**src/rtl/clk_period_meter_if.sv**
```systemverilog
// Bundle between the period meter and whatever drives/consumes it.
// The master side drives enable and the measured signal.
interface clk_period_meter_if #(
  parameter int CNT_WIDTH = 16
);
  logic                 en;
  logic                 clk_in;
  logic [CNT_WIDTH-1:0] period;
  logic                 period_valid;
  logic                 in_range;
  logic                 locked;
  logic                 timeout;

  modport master (
    output en,
    output clk_in,
    input  period,
    input  period_valid,
    input  in_range,
    input  locked,
    input  timeout
  );

  modport slave (
    input  en,
    input  clk_in,
    output period,
    output period_valid,
    output in_range,
    output locked,
    output timeout
  );
endinterface

```
**src/rtl/clk_period_meter.sv**
```systemverilog
// Measures the period of a slow asynchronous input in clk cycles and
// checks it against an expected period, reporting lock and timeout.
module clk_period_meter #(
  parameter int IN_FREQ     = 50000000,
  parameter int EXP_FREQ    = 9600,
  parameter int CNT_WIDTH   = 16,
  parameter int TOL         = 4,
  parameter int SYNC_STAGES = 2,
  parameter int LOCK_COUNT  = 4
) (
  input logic               clk,
  input logic               rst,
  clk_period_meter_if.slave bus
);

  localparam int EXP_PERIOD = IN_FREQ / EXP_FREQ;
  localparam int LW = $clog2(LOCK_COUNT + 1);
  localparam int CW1 = CNT_WIDTH + 1;

  localparam logic [CNT_WIDTH-1:0] CNT_FULL = '1;
  localparam logic [CW1-1:0] EXP_W = CW1'(EXP_PERIOD);
  localparam logic [CW1-1:0] TOL_W = CW1'(TOL);
  localparam logic [LW-1:0] LOCK_MAX = LW'(LOCK_COUNT);

  typedef enum logic {
    IDLE,
    MEASURE
  } state_t;

  state_t state_q, state_d;

  logic [SYNC_STAGES-1:0] sync_q;
  logic                   s;
  logic                   s_d;
  logic                   rise;

  logic [CNT_WIDTH-1:0] cnt_q, cnt_d;
  logic [CNT_WIDTH-1:0] period_q, period_d;
  logic                 in_range_q, in_range_d;
  logic [LW-1:0]        lock_q, lock_d;
  logic                 locked_q, locked_d;
  logic                 pv_q, pv_d;
  logic                 to_q, to_d;

  logic [CW1-1:0]       cnt_p1;
  logic [CW1-1:0]       dev;
  logic                 hit;
  logic [CNT_WIDTH-1:0] per_sat;
  logic [LW-1:0]        lock_inc;
  logic [LW-1:0]        lock_nx;
  logic                 cnt_full;

  always_ff @(posedge clk or posedge rst) begin
    if (rst) begin
      sync_q <= '0;
      s_d    <= 1'b0;
    end else begin
      sync_q <= {sync_q[SYNC_STAGES-2:0], bus.clk_in};
      s_d    <= s;
    end
  end

  assign s    = sync_q[SYNC_STAGES-1];
  assign rise = s & ~s_d;

  // Extra bit keeps cnt+1 and the deviation exact at the counter limit.
  assign cnt_p1 = {1'b0, cnt_q} + CW1'(1);
  assign dev = (cnt_p1 >= EXP_W) ? (cnt_p1 - EXP_W)
                                 : (EXP_W - cnt_p1);
  assign hit = (dev <= TOL_W);
  assign per_sat = cnt_p1[CNT_WIDTH] ? CNT_FULL
                                     : cnt_p1[CNT_WIDTH-1:0];
  assign cnt_full = (cnt_q == CNT_FULL);

  assign lock_inc = (lock_q == LOCK_MAX) ? LOCK_MAX
                                         : lock_q + LW'(1);
  assign lock_nx = hit ? lock_inc : '0;

  always_ff @(posedge clk or posedge rst) begin
    if (rst) begin
      state_q    <= IDLE;
      cnt_q      <= '0;
      period_q   <= '0;
      in_range_q <= 1'b0;
      lock_q     <= '0;
      locked_q   <= 1'b0;
      pv_q       <= 1'b0;
      to_q       <= 1'b0;
    end else begin
      state_q    <= state_d;
      cnt_q      <= cnt_d;
      period_q   <= period_d;
      in_range_q <= in_range_d;
      lock_q     <= lock_d;
      locked_q   <= locked_d;
      pv_q       <= pv_d;
      to_q       <= to_d;
    end
  end

  always_comb begin
    state_d    = state_q;
    cnt_d      = cnt_q;
    period_d   = period_q;
    in_range_d = in_range_q;
    lock_d     = lock_q;
    locked_d   = locked_q;
    pv_d       = 1'b0;
    to_d       = 1'b0;
    if (!bus.en) begin
      state_d  = IDLE;
      cnt_d    = '0;
      lock_d   = '0;
      locked_d = 1'b0;
    end else begin
      unique case (state_q)
        IDLE: begin
          cnt_d = '0;
          if (rise) state_d = MEASURE;
        end
        MEASURE: begin
          // A rise on the last count still closes the period.
          unique case (1'b1)
            rise: begin
              period_d   = per_sat;
              pv_d       = 1'b1;
              in_range_d = hit;
              lock_d     = lock_nx;
              locked_d   = (lock_nx == LOCK_MAX);
              cnt_d      = '0;
            end
            (!rise && cnt_full): begin
              to_d     = 1'b1;
              locked_d = 1'b0;
              lock_d   = '0;
              cnt_d    = '0;
              state_d  = IDLE;
            end
            default: cnt_d = cnt_q + CNT_WIDTH'(1);
          endcase
        end
        default: state_d = IDLE;
      endcase
    end
  end

  assign bus.period       = period_q;
  assign bus.period_valid = pv_q;
  assign bus.in_range     = in_range_q;
  assign bus.locked       = locked_q;
  assign bus.timeout      = to_q;

endmodule
```
**src/flat_wrapper.sv**
```systemverilog
// flat-port wrapper written by rule: the top's interface ports become plain ports
module clk_period_meter_flat 
#(
  parameter int IN_FREQ     = 50000000,
  parameter int EXP_FREQ    = 9600,
  parameter int CNT_WIDTH   = 16,
  parameter int TOL         = 4,
  parameter int SYNC_STAGES = 2,
  parameter int LOCK_COUNT  = 4
)
  (clk, rst, bus_en, bus_clk_in, bus_period, bus_period_valid, bus_in_range, bus_locked, bus_timeout);
  clk_period_meter_if #(.CNT_WIDTH(CNT_WIDTH)) bus_i ();
  input logic clk;
  input logic rst;
  input wire logic [$bits(bus_i.en)-1:0] bus_en;
  input wire logic [$bits(bus_i.clk_in)-1:0] bus_clk_in;
  output wire logic [$bits(bus_i.period)-1:0] bus_period;
  output wire logic [$bits(bus_i.period_valid)-1:0] bus_period_valid;
  output wire logic [$bits(bus_i.in_range)-1:0] bus_in_range;
  output wire logic [$bits(bus_i.locked)-1:0] bus_locked;
  output wire logic [$bits(bus_i.timeout)-1:0] bus_timeout;
  assign bus_i.en = bus_en;
  assign bus_i.clk_in = bus_clk_in;
  assign bus_period = bus_i.period;
  assign bus_period_valid = bus_i.period_valid;
  assign bus_in_range = bus_i.in_range;
  assign bus_locked = bus_i.locked;
  assign bus_timeout = bus_i.timeout;
  clk_period_meter #(.IN_FREQ(IN_FREQ), .EXP_FREQ(EXP_FREQ), .CNT_WIDTH(CNT_WIDTH), .TOL(TOL), .SYNC_STAGES(SYNC_STAGES), .LOCK_COUNT(LOCK_COUNT)) u_core (.clk(clk), .rst(rst), .bus(bus_i));
endmodule
```
**config.mk**
```make
export PLATFORM = sky130hd
export DESIGN_NAME = clk_period_meter_flat
export DESIGN_NICKNAME = d
export VERILOG_FILES = /design/src/rtl/clk_period_meter_if.sv /design/src/rtl/clk_period_meter.sv /design/src/flat_wrapper.sv
export SDC_FILE = /design/constraint.sdc
export NUM_CORES = 1
export LEC_CHECK = 0
export BUFFER_PORTS_ARGS = -buffer_cell sky130_fd_sc_hd__buf_2
export CORE_MARGIN = 3
export CORE_UTILIZATION = 25
export DETAILED_ROUTE_END_ITERATION = 16
export PLACE_DENSITY = 0.37
export SLEW_MARGIN = 10
export SYNTH_ARGS = -nofsm -noshare
export SYNTH_HDL_FRONTEND = slang
export SYNTH_SLANG_ARGS = --single-unit
```
**constraint.sdc**
```tcl
create_clock -name clk -period 4.17 [get_ports clk]
set_input_delay 0.417 -clock clk [delete_from_list [all_inputs] [get_ports clk]]
set_output_delay 0.417 -clock clk [all_outputs]
set_load 0.02 [all_outputs]
```
After elaboration in Yosys (flattened, before gate mapping)
Cells that the tools add are included.
{ "totals": {"word_cells": 52, "ff_bits": 43} }
{ "op_classes": {"order_cmp": 2, "muxes": 22, "n_reduce_logical": 5, "n_bitwise": 3, "addsub": 5, "n_eq_ne": 5} }
{ "ops": {"columns": ["operator", "n"], "rows": [
  ["$mux W16", 3],
  ["$pmux W16 S2", 1],
  ["$add A16 B1 Y17 const B", 1],
  ["$ge A17 B13 Y1 const B", 1],
  ["$le A17 B3 Y1 const B", 1],
  ["$mux W17", 1],
  ["$sub A13 B17 Y17 const A", 1],
  ["$sub A17 B13 Y17 const B", 1],
  ["$add A16 B1 Y16 const B", 1],
  ["$eq A16 B16 Y1 const B", 1],
  ["$mux W3", 4],
  ["$mux W1", 10],
  ["$eq A3 B3 Y1 const B", 2],
  ["$pmux W3 S2", 1],
  ["$pmux W1 S2", 2],
  ["$add A3 B1 Y3 const B", 1],
  ["$ne A3 B1 Y1 const B", 1],
  ["$reduce_and A3 Y1", 1],
  ["$ne A2 B1 Y1 const B", 1],
  ["$not A1 Y1", 2],
  ["$reduce_and A2 Y1", 1],
  ["$reduce_or A2 Y1", 1],
  ["$and A1 B1 Y1", 1],
  ["$logic_and A1 B1 Y1", 1],
  ["$logic_not A1 Y1", 1]
]} }

Logic depth before layout (Yosys ltp)
{ "logic_depth": {"ltp_word": 9, "mapped_depth": 16} }

Worst setup path after synthesis
Ideal clock, no wire load.
{ "synth_path": {"path_type": "flip-flop to flip-flop", "start": "register u_core.cnt_q[0]", "end": "register u_core.locked_q (netlist: u_core.bus.locked)", "n_path_buf": 1, "period_less_slack_ns": 3.277, "required_time_ns": 4.104, "arrival_ns": 3.211, "stages_incl_launch_ff": 17, "slack_ns": 0.893, "path_cell_list": "dfrtp_1 ha_1 and3_1 clkbuf_1 xnor2_1 inv_1 ha_1 inv_1 o211a_1 o21ai_0 nand2_1 a21o_4 nor2b_2 or3_4 a211oi_2 and2_4 a22o_1"} }
{ "synth_between": {"elab_chain_cells": 9} }
{ "synth_lines": {"columns": ["item", "line_no", "source"], "rows": [
  ["start: declaration", "clk_period_meter.sv:37", "logic [CNT_WIDTH-1:0] cnt_q, cnt_d;"],
  ["start signal: assignment", "clk_period_meter.sv:91", "cnt_q <= cnt_d;"],
  ["$add A16 B1 Y17", "clk_period_meter.sv:67", "assign cnt_p1 = {1'b0, cnt_q} + CW1'(1);"],
  ["$sub A13 B17 Y17, or another cell as far along", "clk_period_meter.sv:69", ": (EXP_W - cnt_p1);"],
  ["$mux W17", "clk_period_meter.sv:68", "assign dev = (cnt_p1 >= EXP_W) ? (cnt_p1 - EXP_W)"],
  ["$le A17 B3 Y1", "clk_period_meter.sv:70", "assign hit = (dev <= TOL_W);"],
  ["$mux W3", "clk_period_meter.sv:77", "assign lock_nx = hit ? lock_inc : '0;"],
  ["$eq A3 B3 Y1", "clk_period_meter.sv:129", "locked_d = (lock_nx == LOCK_MAX);"],
  ["$pmux W1 S2", "clk_period_meter.sv:123", "unique case (1'b1)"],
  ["$mux W1", "clk_period_meter.sv:116", "unique case (state_q)"],
  ["$mux W1", "clk_period_meter.sv:110", "if (!bus.en) begin"],
  ["end signal: assignment", "clk_period_meter.sv:95", "locked_q <= locked_d;"],
  ["end: declaration", "clk_period_meter.sv:41", "logic locked_q, locked_d;"]
]} }
Parallel ways exist; a longest one is shown, timed or not. The select of a mux whose other input is x is not followed.
A chain may end at the register's enable or synchronous reset.

Final worst setup path
{ "layout_path": {"start": "register u_core.cnt_q[1]", "end": "register u_core.lock_q[2]"} }
{ "layout_between": {"elab_chain_cells": 8} }
{ "layout_lines": {"columns": ["item", "line_no", "source"], "rows": [
  ["$add A16 B1 Y17", "clk_period_meter.sv:67", null],
  ["$sub A13 B17 Y17, or another cell as far along", "clk_period_meter.sv:69", null],
  ["$mux W17", "clk_period_meter.sv:68", null],
  ["$le A17 B3 Y1", "clk_period_meter.sv:70", null],
  ["$mux W3", "clk_period_meter.sv:77", null],
  ["$pmux W3 S2", "clk_period_meter.sv:123", null],
  ["$mux W3", "clk_period_meter.sv:116", null],
  ["$mux W3", "clk_period_meter.sv:110", null],
  ["end signal: assignment", "clk_period_meter.sv:94", "lock_q <= lock_d;"],
  ["end: declaration", "clk_period_meter.sv:40", "logic [LW-1:0] lock_q, lock_d;"]
]} }
Parallel ways exist; a longest one is shown, timed or not. The select of a mux whose other input is x is not followed.

==> impl_results.rst <==
.. list-table::
   :header-rows: 1

   * - Metric
     - Value
   * - Antenna fix cells
     - 0
   * - Number of warnings reported in the yosys synthesis log
     - 0
   * - Number of slew-limit violations in the final report
     - 0
   * - Number of design-rule violations left by the first detailed-router iteration
     - 121
   * - Post-Route Skew
     - 0.00845 ns
   * - Global placer's final weighted congestion
     - 0.853
   * - Vias after detailed routing
     - 2496
   * - Width of the die
     - 113 um
   * - Async S/R FF share, synth
     - 1.00
   * - Switching power summed over all nets
     - 0.300 mW
   * - Switching power as a share of total power
     - 0.285
   * - Clock slew at the register clock pins of the worst setup and hold paths
     - 0.06 ns
   * - Worst-Skew Late Latency
     - 0.29 ns
   * - # Post-CTS Setup Buffers
     - 0
   * - Sum of net half-perimeters after detailed placement
     - 6250 um
   * - Detailed-route wire length per cell
     - 17.0 um
   * - Worst min path class
     - input pin to flop
   * - Setup_tns
     - 0 ns
   * - Avg Vias per Cell
     - 5.05
   * - Number of instances in the synthesized netlist
     - 327
   * - Post-synthesis instance area
     - 0.00285 sq mm
   * - Slew at the pin with the worst max-slew slack
     - 0.915 ns
   * - Area share of the largest cell type after synthesis
     - 0.377
   * - Relative contribution of the clock network to total power
     - 0.389
   * - Remaining antenna violation count
     - 0
   * - CTS HTree Levels
     - 2
   * - Commonest cells after routing, fill and taps aside
     - 44 x nor2_1, 43 x dfrtp_1, 23 x nand2_1, 23 x buf_2
   * - Number of hold violations in the final report
     - 0
   * - Seq/Total Area, Yosys
     - 0.377
   * - Final cycle utilization of the critical path
     - 0.916
   * - WL final
     - 8400 um
   * - Power share of the combinational group
     - 0.152
   * - Signed area change from the synthesized netlist to the final layout
     - 16.8%
   * - Run status
     - complete, no violations
   * - Total gr overflow
     - 0
   * - MaxCap Viol Count
     - 0
   * - Number of non-filler instances in the completed layout
     - 494
   * - Average cell area after synthesis
     - 8.72 sq um
   * - Leak
     - 1.41 nW
   * - Worst setup margin
     - 0.351 ns
   * - Net count, final
     - 363
   * - Maximum clock path buffer count
     - 2
   * - Global-route wire length before repair
     - 13500 um
   * - Internal power consumption
     - 0.752 mW
   * - Number of flops mapped to enable cells by yosys
     - 0
   * - Largest net degree at the start of global routing
     - 44
   * - Min-delay src
     - bus_clk_in
   * - Register-to-register setup slack
     - 0.35 ns
   * - Number of cell instances on the worst register-to-register path
     - 15
   * - Chip Height
     - 113 um
   * - Prevailing post-synth register cell
     - dfrtp_1
   * - Pre-CTS setup slack
     - 0.405 ns
   * - Total Die Area
     - 0.0127 sq mm
   * - Critical Path End Type
     - flop
   * - Crit start category
     - flop
   * - Hold-fix buffers, CTS
     - 0
   * - Total of endpoints with negative setup slack in the final report
     - 0
   * - Endpoint, Worst Hold
     - u_core.sync_q[0]$_DFF_PP0_
   * - Slew headroom
     - 0.389
   * - Setup Crit Path Kind
     - flop to flop
   * - Fraction of final layout cells sized beyond drive strength 1
     - 0.189
   * - Post-Synthesis Net Count
     - 336
   * - Achievable clock frequency
     - 262 MHz
   * - Maximum VDD drop
     - 0.000174 V
   * - CTS tree
     - built
   * - Cell depth of the worst hold path
     - 1
   * - GRT Total Usage
     - 0.133
   * - Starting Density
     - 0.260
   * - Final core area utilization
     - 0.303
   * - Count of different cell masters after synthesis
     - 70
   * - Port Buffers
     - 23
   * - Launch instance of the worst register-to-register path
     - u_core.cnt_q[1]$_DFF_PP0_
   * - Vias in the first global route
     - 2462
   * - PostCTS Resize Cnt
     - 0
   * - Reg-to-Reg End
     - u_core.lock_q[2]$_DFFE_PP0P_
   * - Count of placed standard cells including taps
     - 487
   * - Total core area
     - 0.0110 sq mm
   * - Number of DRC violations after detailed routing
     - 0
   * - TritonCTS sink count
     - 43
   * - Max Fanout on Critical Path
     - 10
   * - Required time of the worst setup path
     - 4.39 ns
   * - Root buffer cell
     - clkbuf_16
   * - Power per cell area
     - 316 mW/mm^2
   * - Number of top-level design ports
     - 24
   * - Initial antenna violation count
     - 0
   * - Sequential Power Share
     - 0.459
   * - Detailed Routing Iterations Pass 1
     - 4
   * - CP arrival
     - 4.04 ns
   * - Leading post-synthesis cells by cell area
     - dfrtp_1 38%, nor2_1 5.8%, xnor2_1 5.2%
   * - Number of clock buffers inserted by TritonCTS
     - 5
   * - Setup repair after global routing missed its margin
     - no
   * - Cell taking the most area after synthesis
     - dfrtp_1
   * - Minimum clock period after layout
     - 3.82 ns
   * - Leading cell type in the layout, fill and taps excluded
     - nor2_1
   * - Count of standard-cell rows
     - 38
   * - Number of storage elements in the synthesis netlist
     - 43
## sequential cells by signal, indices dropped and copies added, names as in the netlist
register	count
u_core.state_q	1
u_core.bus.period_valid	1
u_core.cnt_q	16
u_core.bus.period	16
u_core.sync_q	2
u_core.lock_q	3
u_core.s_d	1
u_core.bus.timeout	1
u_core.bus.in_range	1
u_core.bus.locked	1
## power by group through the flow
stage / clock network (mW) / registers, mW / logic, mW
CTS: 0.425 / 0.484 / 0.163
detailed placement: 0 / 0.491 / 0.162
global route: 0.438 / 0.491 / 0.177
finish: 0.410 / 0.483 / 0.160
floorplan: 0 / 0.543 / 0.0506
global placement: 0 / 0.491 / 0.163
## Yosys cell counts (2+ instances only)
master	number
nand3_1	9
and3_1	5
a21boi_0	3
ha_1	5
xor2_1	6
and2_1	4
o31ai_1	4
a22oi_1	2
a211o_1	2
a31oi_1	10
nor3_1	3
clkbuf_1	13
nor3_2	2
or3_1	2
a22o_1	3
o211a_1	3
nand4_1	9
o21ai_1	3
o311ai_0	2
nor3b_1	2
nor2_1	44
nand2_1	23
and2_0	2
o22ai_1	3
nand2b_1	7
a211oi_1	3
xnor2_1	17
buf_2	4
inv_1	13
buf_1	2
a32oi_1	4
o22a_1	2
a21oi_1	17
and2_2	2
nor4_1	6
dfrtp_1	43
o21ai_0	8
a21o_1	3
## how the worst max path moves through the flow
stage	end	startpoint	cells past startpoint	slack [ns]
global placement	u_core.lock_q[0]$_DFFE_PP0P_	u_core.cnt_q[1]$_DFF_PP0_	15	0.53
global route	u_core.lock_q[2]$_DFFE_PP0P_	u_core.cnt_q[1]$_DFF_PP0_	15	0.09
CTS	u_core.lock_q[2]$_DFFE_PP0P_	u_core.cnt_q[1]$_DFF_PP0_	15	0.38
finish	u_core.lock_q[2]$_DFFE_PP0P_	u_core.cnt_q[1]$_DFF_PP0_	15	0.35
floorplan	u_core.bus.locked$_DFFE_PP0P_	u_core.cnt_q[0]$_DFF_PP0_	16	0.89
detailed placement	u_core.lock_q[1]$_DFFE_PP0P_	u_core.cnt_q[1]$_DFF_PP0_	15	0.40
## final cells by class
cell class	instances	area, sq um
well taps	140	175
inverters	14	52.6
multi-input cells	250	1640
clock inverters	1	8.76
repair buffers	40	243
flip-flops and latches	43	1080
fillers	1168	7650
clock buffers	6	139
## stage by stage
| stage | power, mW | area (sq um) | hold slack, ns |
|---|---|---|---|
| 2_1_floorplan | 0.593 | 2850 | 0.331 |
| 3_3_place_gp | 0.655 | 3180 | 0.341 |
| 3_5_place_dp | 0.654 | 3180 | 0.338 |
| 4_1_cts | 1.07 | 3330 | 0.227 |
| 5_1_grt | 1.11 | 3330 | 0.231 |
| 6_report | 1.05 | 3330 | 0.235 |
## cell families (layout without fill, tap and decap cells)
family / count (synthesis) / after routing / synth area share
and+or+nand+nor: 132 / 132 / 0.244
xor gates and xnor gates: 23 / 23 / 0.0706
DFF: 43 / 43 / 0.377
AOI/OAI and AO/OA: 87 / 87 / 0.226
buffers and inverters: 34 / 61 / 0.0491
muxes: 3 / 3 / 0.0114
adders and majority gates: 5 / 5 / 0.0219
## worst max-delay path, cell delays in order (launching register included)
cell and delay (ns):
dfrtp_1 0.50, ha_1 0.35, and3_1 0.35, xnor2_1 0.15
inv_1 0.10, ha_1 0.22, inv_1 0.08, o211a_1 0.20
o21ai_0 0.30, nand2_1 0.15, a21o_4 0.24, nor2b_2 0.16
or3_4 0.38, a211oi_2 0.24, and3_1 0.20, o22a_1 0.13
## layer usage
metal,track usage,vias up,routed length (um),share of wire
met5,0,-,0,0
met4,0.0417,0,151,0.018
met3,0.0230,10,223,0.027
met2,0.207,39,3840,0.46
met1,0.187,1214,4180,0.50
li1,-,1233,-,-
No activity file was read; power rests on OpenSTA's default activity.
